===== src/rtl/sync_mem.sv =====
// sync_mem: single-port synchronous RAM with a registered, read-first read port.
// One address bus serves both reads and writes. Reset is synchronous and
// active-low; it clears every word of storage and the read register.
module sync_mem #(
    parameter int ADDR_SIZE = 4,
    parameter int WORD_SIZE = 8
) (
    input  logic                 I_clk,
    input  logic                 I_rst_n,
    input  logic                 I_wen,
    input  logic [WORD_SIZE-1:0] I_wdata,
    input  logic [ADDR_SIZE-1:0] I_addr,
    output logic [WORD_SIZE-1:0] O_data
);

    localparam int DEPTH = 1 << ADDR_SIZE;

    logic [WORD_SIZE-1:0] mem [DEPTH];

    // Storage update: clear every word on reset, otherwise write when enabled.
    // A write presented on a reset edge is dropped.
    always_ff @(posedge I_clk) begin
        if (!I_rst_n) begin
            for (int i = 0; i < DEPTH; i++) begin
                mem[i] <= '0;
            end
        end else if (I_wen) begin
            mem[I_addr] <= I_wdata;
        end
    end

    // Registered read every cycle; sampling the array before the write lands
    // gives read-first behaviour on a same-address collision.
    always_ff @(posedge I_clk) begin
        if (!I_rst_n) begin
            O_data <= '0;
        end else begin
            O_data <= mem[I_addr];
        end
    end

endmodule


===== config.mk =====
export PLATFORM = sky130hd
export DESIGN_NAME = sync_mem
export DESIGN_NICKNAME = d
export VERILOG_FILES = /design/src/rtl/sync_mem.sv
export SDC_FILE = /design/constraint.sdc
export NUM_CORES = 1
export LEC_CHECK = 0
export ABC_AREA = 0
export CORE_MARGIN = 2
export CORE_UTILIZATION = 30
export CTS_CLUSTER_DIAMETER = 100
export DETAILED_ROUTE_END_ITERATION = 10
export PLACE_DENSITY_LB_ADDON = 0.15
export REMOVE_ABC_BUFFERS = 1
export SLEW_MARGIN = 20
export SYNTH_ARGS = -nofsm -noshare
export SYNTH_HDL_FRONTEND = slang
export SYNTH_SLANG_ARGS = --single-unit

===== constraint.sdc =====
create_clock -name I_clk -period 5.1 [get_ports I_clk]
set_input_delay 0.51 -clock I_clk [delete_from_list [all_inputs] [get_ports I_clk]]
set_output_delay 0.51 -clock I_clk [all_outputs]
set_load 0.02 [all_outputs]

==> results of run 1 <==
cells in the mapped netlist, drive strengths merged:
cell | instances | area share
edfxtp | 128 | 0.62
nand2 | 25 | 0.016
o21ai | 13 | 0.011
nand4 | 8 | 0.0081
nor3 | 4 | 0.0065
or3 | 1 | 0.0010
a21oi | 2 | 0.0016
mux4 | 23 | 0.084
and2 | 130 | 0.13
buf | 13 | 0.013
nand2b | 7 | 0.0075
nor2b | 2 | 0.0020
mux2i | 18 | 0.029
nand3 | 1 | 0.00081
nor2 | 13 | 0.0091
o211ai | 7 | 0.0085
a22oi | 1 | 0.0012
dfxtp | 8 | 0.026
a32oi | 7 | 0.0099
nand4b | 2 | 0.0028
clkbuf | 13 | 0.0079
per-stage QoR:
stage / setup slack (ns) / hold WS, ns
detailed placement: 1.81 / 0.737
global placement: 1.73 / 0.741
floorplan: 3.06 / 0.603
finish: 2.39 / 0.765
CTS: 2.25 / 0.751
global route: 2.17 / 0.770
sequential cells by signal (all words and copies together), names as in the netlist:
signal / flops
O_data: 8
mem: 128
power by group through the flow:
stage | sequential (W) | clock [W] | combinational (W)
floorplan | 0.00133 | 0 | 0.0000895
global placement | 0.00133 | 0 | 0.000211
detailed placement | 0.00133 | 0 | 0.000212
CTS | 0.00131 | 0.00139 | 0.000212
global route | 0.00131 | 0.00143 | 0.000224
finish | 0.00131 | 0.00137 | 0.000209
final cells by class:
cell class | instances | area share
Clock buffer | 18 | 0.0585
Clock inverter | 14 | 0.0302
Multi-Input combinational cell | 264 | 0.278
Sequential cell | 136 | 0.546
Tap cell | 270 | 0.0461
Timing Repair Buffer | 34 | 0.0416
tightest hold or removal path, stage by stage (launching register included):
cell and delay, ns:
sky130_fd_sc_hd__edfxtp_1 0.32, sky130_fd_sc_hd__mux2i_1 0.07, sky130_fd_sc_hd__nand2_1 0.10, sky130_fd_sc_hd__nand4_1 0.09, sky130_fd_sc_hd__o211ai_1 0.13
layer usage:
layer / GRT usage / up-vias / share of wire
met5: 0 / - / 0
met4: 0.0481 / 0 / 0.015
met3: 0.0306 / 18 / 0.034
met2: 0.237 / 82 / 0.48
met1: 0.208 / 1778 / 0.47
li1: - / 1623 / -
final timing paths:
path / startpoint / to / slack, ns / cells past startpoint
hold / removal: mem[4][6]$_SDFFCE_PN0P_ / O_data[6]$_SDFF_PN0_ / 0.77 / 4
hold reg to reg: mem[4][6]$_SDFFCE_PN0P_ / O_data[6]$_SDFF_PN0_ / 0.77 / 4
setup / recovery: I_addr[3] / mem[0][0]$_SDFFCE_PN0P_ / 2.39 / 4
setup reg to reg: mem[10][4]$_SDFFCE_PN0P_ / O_data[4]$_SDFF_PN0_ / 3.67 / 3
cell families after synthesis:
family                 count (synthesis)  synth area share
buffers and inverters                 26            0.0205
flip-flops                           136             0.649
AO/OA/AOI/OAI                         30            0.0318
AND/OR/NAND/NOR                      193             0.185
multiplexers                          41             0.113
==> impl_results.md, run 1 <==
- Type of the worst setup path: in2reg
- Count of vias placed by the detailed router: 3,501
- Final hold vios: 0
- Max-capacitance violation count: 0
- Total die area: 0.0217 mm^2
- P_int: roughly 0.0022 W
- Switching fraction of total power: 0.223
- CTS Buf Count: 17
- Cell count after synthesis: 426
- Switching power of the nets: 0.000643 W
- Pin count of the biggest net entering global routing: 23
- Clock skew: between 0.007 and 0.008 ns
- WP data required: 5.17 ns
- Count of pins over their slew limit: 0
- GRT Util Overall: 0.150
- Placeable core area: 0.0202 mm^2
- Number of buffer and inverter stages on the critical path: 1
- Mean number of vias per cell: between 4 and 5
- Overall die width: 147 um
- Layout Nets: 468
- Layout cell share with drive strength beyond 1: 0.163
- Setup violations, final: 0
- Maximum clock rate: 369 MHz
- Finished Cell Area: about 0.0073 mm^2
- Filler cell count: 1,915
- Number of clock sinks: between 100 and 150
- Vertical extent of the die: about 150 um
- Overflow left after global routing: 0
- Cells after DPL: between 700 and 800
- Estimated wirelength of the detail-placed design: a little over 10,000 um
- Distinct cells, synth: 27
- Share of the yosys chip area belonging to registers: 0.649
- Maximum count of clock buffers along a single path: 2
- Nature of the critical path startpoint: input pin
- Port-buffer cells: 22
- Clock tree from TritonCTS: done
- Max-Slew Margin vs Limit: 0.372
- Total area of sequential cells: 0.00400 mm^2
- Starting density of the core: 0.305
- Cell Rows: between 50 and 60
- Top Family by Delay on Critical Path: simple AND/OR/NAND/NOR gates
- Transition time at the pin with the least slew margin: about 0.94 ns
- Total negative setup slack: 0 ns
- Vias in the first global route: 3,560
- Growth of design area from synthesis to finish: 18.9%
- Number of warnings printed during yosys synthesis: 0
- PostCTS Resize Cnt: 0
- Sequential share of power: 0.453
- Critical path arrival: 2.78 ns
- DRT iter0 DRCs: 415
- Residual antenna-violating net count after detailed routing: 0
- Routed length per placed instance: about 21 um
- CTS clock-pin slew for the worst setup and hold paths: 0.06 ns
- Multi-input gate area in the final layout: 0.00204 mm^2
- Post-Route WL: around 15,000 um
- Routability congestion estimate: 0.785
- Cell area after synthesis: between 0.006 and 0.007 mm^2
- Number of post-CTS setup repair buffers: 0
- Number of antenna violations at the first check in global routing: 0
- Worst hold-check path type: reg2reg
- Cell area after placement: roughly 0.0067 mm^2
- First-pass GRT wire length: around 23,000 um
- Worst setup EP type: register
- RSZ-0062 raised after global routing: false
- Hold buffer count at CTS: 0
- FF+latch count, synth: ~140
- Commonest cells after routing, fill and taps aside: sky130_fd_sc_hd__and2_1, sky130_fd_sc_hd__edfxtp_1, sky130_fd_sc_hd__nand2_1, sky130_fd_sc_hd__mux4_2, sky130_fd_sc_hd__clkdlybuf4s50_1
- Logic gate share of total power: 0.073
- Cell Pwr Density: roughly 400 mW/mm^2
- Most common cell after layout, fill and taps aside: sky130_fd_sc_hd__and2_1
- Root Driver: sky130_fd_sc_hd__clkbuf_16
- IO Count: 23
- # DRC: 0
- CP max stage cell: sky130_fd_sc_hd__clkdlybuf4s50_1
- Antenna diode count: 0
- Static Leak: ~2.5 nW
- Run status: finished clean
- Minimum clock period after layout: roughly 2.7 ns
- Crit path max fanout: 16
- Mean Syn Cell Area: approximately 14 um^2
- Delay contributed by the slowest stage of the critical path: 0.78 ns
- Final Total Pwr: 0.00288 W
- Number of levels in the clock H-tree: 4
- Final worst-path cycle share: 0.531
- Later-pin clock latency in the skew report: 0.42 ns
- First-pass detailed-route iteration total: 6
- Relative contribution of the clock network to total power: 0.474
- Maximum vdd drop: 0.223 mV
- List of cells traversed by the critical path: clkdlybuf4s50_1 > or3_1 > nor3_2 > nand2b_1
- Final Core Density: 0.363
- Fin cells: between 700 and 800
(Power assumes the default switching activity.)
==> run 2: changes to the inputs <==
- clock period: 5.1 -> 2.7 ns (I/O delays scaled with it)
==> run 2 against run 1 <==
  * Non-clock buffer count increased by 15
  * Sequential power rose by 89%
  * Flip-flop and latch count did not move
  * Worst hold slack got worse by 0.098 ns
  * Power grew 72%
  * Utilization barely moved
  * Global-route usage fell by 0.18 points
  * Wire length is 1.2% lower
  * Highest routed layer unchanged
==> impl_results.md, run 2 (synthesized netlist as in run 1, its figures left out) <==
- Port-buffer cells: 22
- Max reg flops: about 130
- GRT Util Overall: 0.148
- Hold Crit Start: I_addr[1]
- Switching power of the nets: roughly 0.0012 W
- Root Driver: sky130_fd_sc_hd__clkbuf_16
- Estimated wirelength of the detail-placed design: 10,600 um
- Residual antenna-violating net count after detailed routing: 0
- First-pass GRT wire length: approximately 23,000 um
- Max-capacitance violation count: 0
- Type of the worst setup path: in2reg
- Antenna diode count: 0
- Total die area: about 0.022 mm^2
- Final worst-path cycle share: 0.720
- # DRC: 0
- Routed length per placed instance: between 20 and 25 um
- Layout cell share with drive strength beyond 1: 0.185
- Multi-input gate area in the final layout: about 0.0020 mm^2
- Nature of the critical path startpoint: input pin
- Layout Nets: about 480
- Timing startpoint of the critical path: I_addr[3]
- Later-pin clock latency in the skew report: around 0.42 ns
- Vertical extent of the die: between 100 and 150 um
- Relative contribution of the clock network to total power: 0.421
- Placeable core area: 0.0202 mm^2
- Switching fraction of total power: 0.242
- Number of levels in the clock H-tree: 4
- WP data required: around 3.0 ns
- Cell area after placement: 0.00681 mm^2
- P_int: 0.00376 W
- Worst hold-check path type: in2reg
- Final hold vios: 0
- Total area of sequential cells: between 0.004 and 0.005 mm^2
- CTS Buf Count: 17
- Setup violations, final: 0
- Most common cell after layout, fill and taps aside: sky130_fd_sc_hd__and2_1
- Total negative setup slack: 0 ns
- Hold buffer count at CTS: 0
- Growth of design area from synthesis to finish: 19.0%
- Clock skew: between 0.008 and 0.009 ns
- Number of buffer and inverter stages on the critical path: 2
- Min-Delay Path Depth: 6
- RSZ-0062 raised after global routing: false
- Cell Rows: 52
- Maximum count of clock buffers along a single path: 2
- Vias in the first global route: 3,619
- Critical path arrival: between 2 and 2.5 ns
- CP max stage cell: sky130_fd_sc_hd__clkdlybuf4s50_1
- Number of cells on the worst reg-to-reg path: 4
- Number of antenna violations at the first check in global routing: 0
- Startpoint of the lowest-slack register-to-register path: mem[15][7]$_SDFFCE_PN0P_
- Crit path max fanout: 11
- Max-Slew Margin vs Limit: 0.449
- DRT iter0 DRCs: 305
- PostCTS Resize Cnt: 0
- Largest registers in the final layout: mem x128, O_data x8
- Delay contributed by the slowest stage of the critical path: 0.67 ns
- Commonest cells after routing, fill and taps aside: sky130_fd_sc_hd__and2_1, sky130_fd_sc_hd__edfxtp_1, sky130_fd_sc_hd__buf_4, sky130_fd_sc_hd__nand2_1, sky130_fd_sc_hd__mux4_2
- Count of vias placed by the detailed router: 3,584
- Top reg by flops: mem
- Cell Pwr Density: 676 mW/mm^2
- Starting density of the core: 0.305
- Final worst setup slack: ~0.76 ns
- Pin count of the biggest net entering global routing: 49
- IO Count: 23
- Maximum vdd drop: approximately 0.42 mV
- Static Leak: 2.51 nW
- Logic gate share of total power: 0.081
- List of cells traversed by the critical path: clkdlybuf4s50_1 > buf_4 > nor2b_1 > nand2_1 > a32oi_1 > o211ai_1
- Overall die width: about 150 um
- CTS clock-pin slew for the worst setup and hold paths: around 0.060 ns
- Finished Cell Area: approximately 0.0073 mm^2
- First-pass detailed-route iteration total: 4
- Logic depth of the worst path, buffers included: 6
- Minimum clock period after layout: 1.94 ns
- Count of pins over their slew limit: 0
- Number of post-CTS setup repair buffers: 0
- Number of clock sinks: 136
- Routability congestion estimate: a little under 0.8
- Post-Route WL: 15,100 um
- Post-Place Worst Slack: 0.292 ns
- Run status: finished clean
- Transition time at the pin with the least slew margin: 0.824 ns
- Final hold slack: 0.667 ns
- Maximum clock rate: 515 MHz
- Clock tree from TritonCTS: done
- Overflow left after global routing: 0
- Worst setup EP type: register
- Top Family by Delay on Critical Path: buffers and inverters
- Mean number of vias per cell: 4.77
- Sequential share of power: 0.498
- Filler cell count: 1,911
[run 2: cell types whose count changed in the layout (fill, tap and decap cells not counted), sizes merged]
| cell | previous run | this run |
|---|---|---|
| inv | 3 | 2 |
| clkinv | 3 | 4 |
| clkinvlp | 3 | 9 |
| buf | 13 | 28 |
| bufinv | 5 | 0 |
| clkbuf | 18 | 17 |
[run 2: final timing paths]
check,end,slack (ns)
worst max-delay path,O_data[6]$_SDFF_PN0_,0.76
worst max register to register,O_data[7]$_SDFF_PN0_,1.30
worst min register to register,O_data[2]$_SDFF_PN0_,0.70
worst min-delay path,O_data[2]$_SDFF_PN0_,0.67
[run 2: layout make-up]
class / instances / area share
clock inverter: 15 / 0.0143
tap: 270 / 0.0460
multi-input combinational: 264 / 0.278
sequential: 136 / 0.545
clock buffer: 17 / 0.0580
timing repair buffer: 49 / 0.0586
[run 2: metal layers]
metal / global-route usage / vias to the layer above / wire (um) / part of all wire
met4: 0.0524 / 0 / 316 / 0.021
met1: 0.201 / 1825 / 7110 / 0.47
met5: 0 / - / 0 / 0
met3: 0.0380 / 18 / 611 / 0.040
met2: 0.230 / 91 / 7090 / 0.47
li1: - / 1650 / - / -
[run 2: power by group through the flow]
stage / registers, W / clock network, W / logic (W)
after global placement: 0.00252 / 0 / 0.000408
after detailed placement: 0.00252 / 0 / 0.000410
after global routing: 0.00248 / 0.00221 / 0.000436
after floorplan: 0.00251 / 0 / 0.000169
after CTS: 0.00247 / 0.00213 / 0.000412
final: 0.00247 / 0.00209 / 0.000404
[run 2: per-stage QoR]
stage / util / cells / total power (W)
2_1_floorplan: - / 400 / 0.00268
5_1_grt: 0.363 / 751 / 0.00513
3_3_place_gp: 0.337 / 719 / 0.00292
3_5_place_dp: 0.337 / 719 / 0.00293
6_report: 0.363 / 751 / 0.00497
4_1_cts: 0.363 / 751 / 0.00501
[run 2: tightest hold or removal path: stages]
cell and delay [ns]:
sky130_fd_sc_hd__buf_2 0.11, sky130_fd_sc_hd__buf_12 0.21, sky130_fd_sc_hd__mux2i_1 0.17, sky130_fd_sc_hd__nand2_1 0.09
sky130_fd_sc_hd__nand4_1 0.09, sky130_fd_sc_hd__o211ai_1 0.09
==> run 3: changes to the inputs <==
- clock period: 2.7 -> 1.7 ns (I/O delays scaled with it)
==> run 3 against run 2 <==
  * First-iteration DRC count down 27%
  * Die area is the same
  * Final area increased by 6.9%
  * Count of clock-buffer cells in the layout unchanged
  * Clock skew down 0.0019 ns
  * Setup slack worse by 0.67 ns
  * Critical path depth stayed put
  * Sequential share of layout area decreased by 3.5 points
  * Sequential power grew 59%
  * Utilization increased by 2.5 points
  * Final cell count increased by 5.7%
  * Combinational power increased by 83%
  * Critical path type unchanged
  * Largest power group is now clock
  * Highest routed layer is now met5
==> impl_results.md, run 3 (synthesized netlist as in run 1, its figures left out) <==
- Run status: finished clean
- Maximum clock rate: around 620 MHz
- Total negative setup slack: 0 ns
- Routability congestion estimate: 0.789
- CTS Buf Count: 17
- Post-Route WL: approximately 15,000 um
- Number of clock sinks: about 140
- DRT iter0 DRCs: 223
- RSZ-0062 raised after global routing: false
- List of cells traversed by the critical path: clkdlybuf4s50_1 > buf_4 > nand4_1 > buf_4 > nor2_1 > and2_1
- Finished Cell Area: 0.00785 mm^2
- First-pass GRT wire length: about 24,000 um
- Crit path max fanout: 8
- Sequential share of power: 0.452
- Maximum vdd drop: around 0.77 mV
- Static Leak: 2.82 nW
- Hold Crit Start: I_addr[1]
- Routed length per placed instance: 19.5 um
- Final worst-path cycle share: 0.951
- First-pass detailed-route iteration total: 6
- Setup violations, final: 0
- Largest registers in the final layout: mem x128, O_data x8
- IO Count: 23
- Pin count of the biggest net entering global routing: 18
- Overall die width: between 100 and 150 um
- Commonest cells after routing, fill and taps aside: sky130_fd_sc_hd__and2_1, sky130_fd_sc_hd__edfxtp_1, sky130_fd_sc_hd__buf_4, sky130_fd_sc_hd__nand2_1, sky130_fd_sc_hd__mux4_2
- Number of antenna violations at the first check in global routing: 1
- Layout Nets: 526
- Filler cell count: about 1.9k
- Final worst setup slack: around 0.083 ns
- Cell area after placement: 0.00720 mm^2
- Transition time at the pin with the least slew margin: between 0.5 and 0.6 ns
- Max-capacitance violation count: 0
- Worst setup EP type: register
- Minimum clock period after layout: around 1.6 ns
- Mean number of vias per cell: approximately 4.6
- Later-pin clock latency in the skew report: between 0.4 and 0.5 ns
- FF-to-FF End: O_data[7]$_SDFF_PN0_
- Count of pins over their slew limit: 0
- Total die area: between 0.02 and 0.025 mm^2
- Starting density of the core: 0.305
- Hold path endpoint: O_data[6]$_SDFF_PN0_
- Cell with the most instances on the worst path: sky130_fd_sc_hd__buf_4
- # DRC: 0
- Most common cell after layout, fill and taps aside: sky130_fd_sc_hd__and2_1
- CP max stage cell: sky130_fd_sc_hd__clkdlybuf4s50_1
- GRT Util Overall: 0.153
- Vias in the first global route: approximately 4k
- Type of the worst setup path: in2reg
- Switching power of the nets: a little under 0.002 W
- Residual antenna-violating net count after detailed routing: 0
- Layout cell share with drive strength beyond 1: 0.260
- Final Core Density: 0.388
- Cell Rows: 52
- Top reg by flops: mem
- Logic gate share of total power: 0.085
- Antenna diode count: 0
- Critical path arrival: between 1.5 and 2 ns
- Min-Delay Path Depth: 5
- Worst reg-to-reg setup slack: ~0.30 ns
- Switching fraction of total power: 0.228
- Post-Place Worst Slack: -0.464 ns
- Number of levels in the clock H-tree: 4
- Root Driver: sky130_fd_sc_hd__clkbuf_16
- Number of cells on the worst reg-to-reg path: 4
- Max-Slew Margin vs Limit: 0.639
- Vertical extent of the die: ~150 um
- Clock skew: roughly 0.007 ns
- Estimated wirelength of the detail-placed design: about 11,000 um
- Count of vias placed by the detailed router: 3,686
- CTS clock-pin slew for the worst setup and hold paths: 0.06 ns
- Final hold vios: 0
- Delay contributed by the slowest stage of the critical path: about 0.58 ns
- Max reg flops: roughly 130
- Growth of design area from synthesis to finish: 27.2%
- Clock tree from TritonCTS: done
- Overflow left after global routing: 0
- Cell Pwr Density: between 1000 and 1500 mW/mm^2
- Relative contribution of the clock network to total power: 0.462
- Maximum count of clock buffers along a single path: 2
- WP data required: around 2 ns
- Worst hold-check path type: in2reg
- Placeable core area: around 0.020 mm^2
- P_int: 0.00669 W
- Port-buffer cells: 22
- Startpoint of the lowest-slack register-to-register path: mem[15][7]$_SDFFCE_PN0P_
- Nature of the critical path startpoint: input pin
[run 3: worst max-delay path, delay by kind of cell]
kind / cells / cell delay, ns
buffers and inverters: 3 / 0.95
and+or+nand+nor: 3 / 0.80
[run 3: per-layer routing]
metal,wire length (um),GRT usage,vias up,share of wire
li1,-,-,1741,-
met1,7120,0.200,1849,0.46
met2,7320,0.241,61,0.47
met3,495,0.0364,33,0.032
met4,527,0.0740,2,0.034
met5,13,0,-,0.00084
[run 3: power by group through the flow]
stage          registers (W)  logic, W  clock network, W
6_report             0.00392  0.000740           0.00400
5_1_grt              0.00393  0.000796           0.00424
4_1_cts              0.00392  0.000755           0.00408
3_5_place_dp         0.00399  0.000753                 0
3_3_place_gp         0.00399  0.000750                 0
2_1_floorplan        0.00399  0.000269                 0
[run 3: final cells by class]
| cell class | instances | area, um^2 | area share |
|---|---|---|---|
| Sequential cell | 136 | 4000 | 0.510 |
| Timing Repair Buffer | 92 | 828 | 0.106 |
| Multi-Input combinational cell | 264 | 2040 | 0.260 |
| Tap cell | 270 | 338 | 0.0430 |
| Clock inverter | 15 | 211 | 0.0269 |
| Clock buffer | 17 | 425 | 0.0542 |
[run 3: worst max path at each step]
stage          startpoint                        to  slack (ns)  depth (start not counted)
2_1_floorplan   I_addr[2]   mem[2][0]$_SDFFCE_PN0P_      -0.004                          2
3_3_place_gp      I_rst_n  mem[13][4]$_SDFFCE_PN0P_       -0.42                          6
3_5_place_dp      I_rst_n  mem[13][1]$_SDFFCE_PN0P_       -0.46                          6
4_1_cts         I_addr[3]   mem[7][1]$_SDFFCE_PN0P_        0.04                          6
5_1_grt           I_rst_n  mem[15][4]$_SDFFCE_PN0P_        0.02                          6
6_report          I_rst_n  mem[15][6]$_SDFFCE_PN0P_        0.08                          6
[run 3: stage by stage]
step	hold WS [ns]	cells	power, W
finish	0.600	794	0.00866
global route	0.620	794	0.00897
CTS	0.597	793	0.00876
detailed placement	0.756	761	0.00474
global placement	0.738	761	0.00474
floorplan	0.301	400	0.00426
[run 3: timing repair]
item,CTS,global route
gates resized for setup,1,0
pin swaps,0,0
setup endpoints to repair,8,8
setup buffers,0,1
hold buffers,0,0
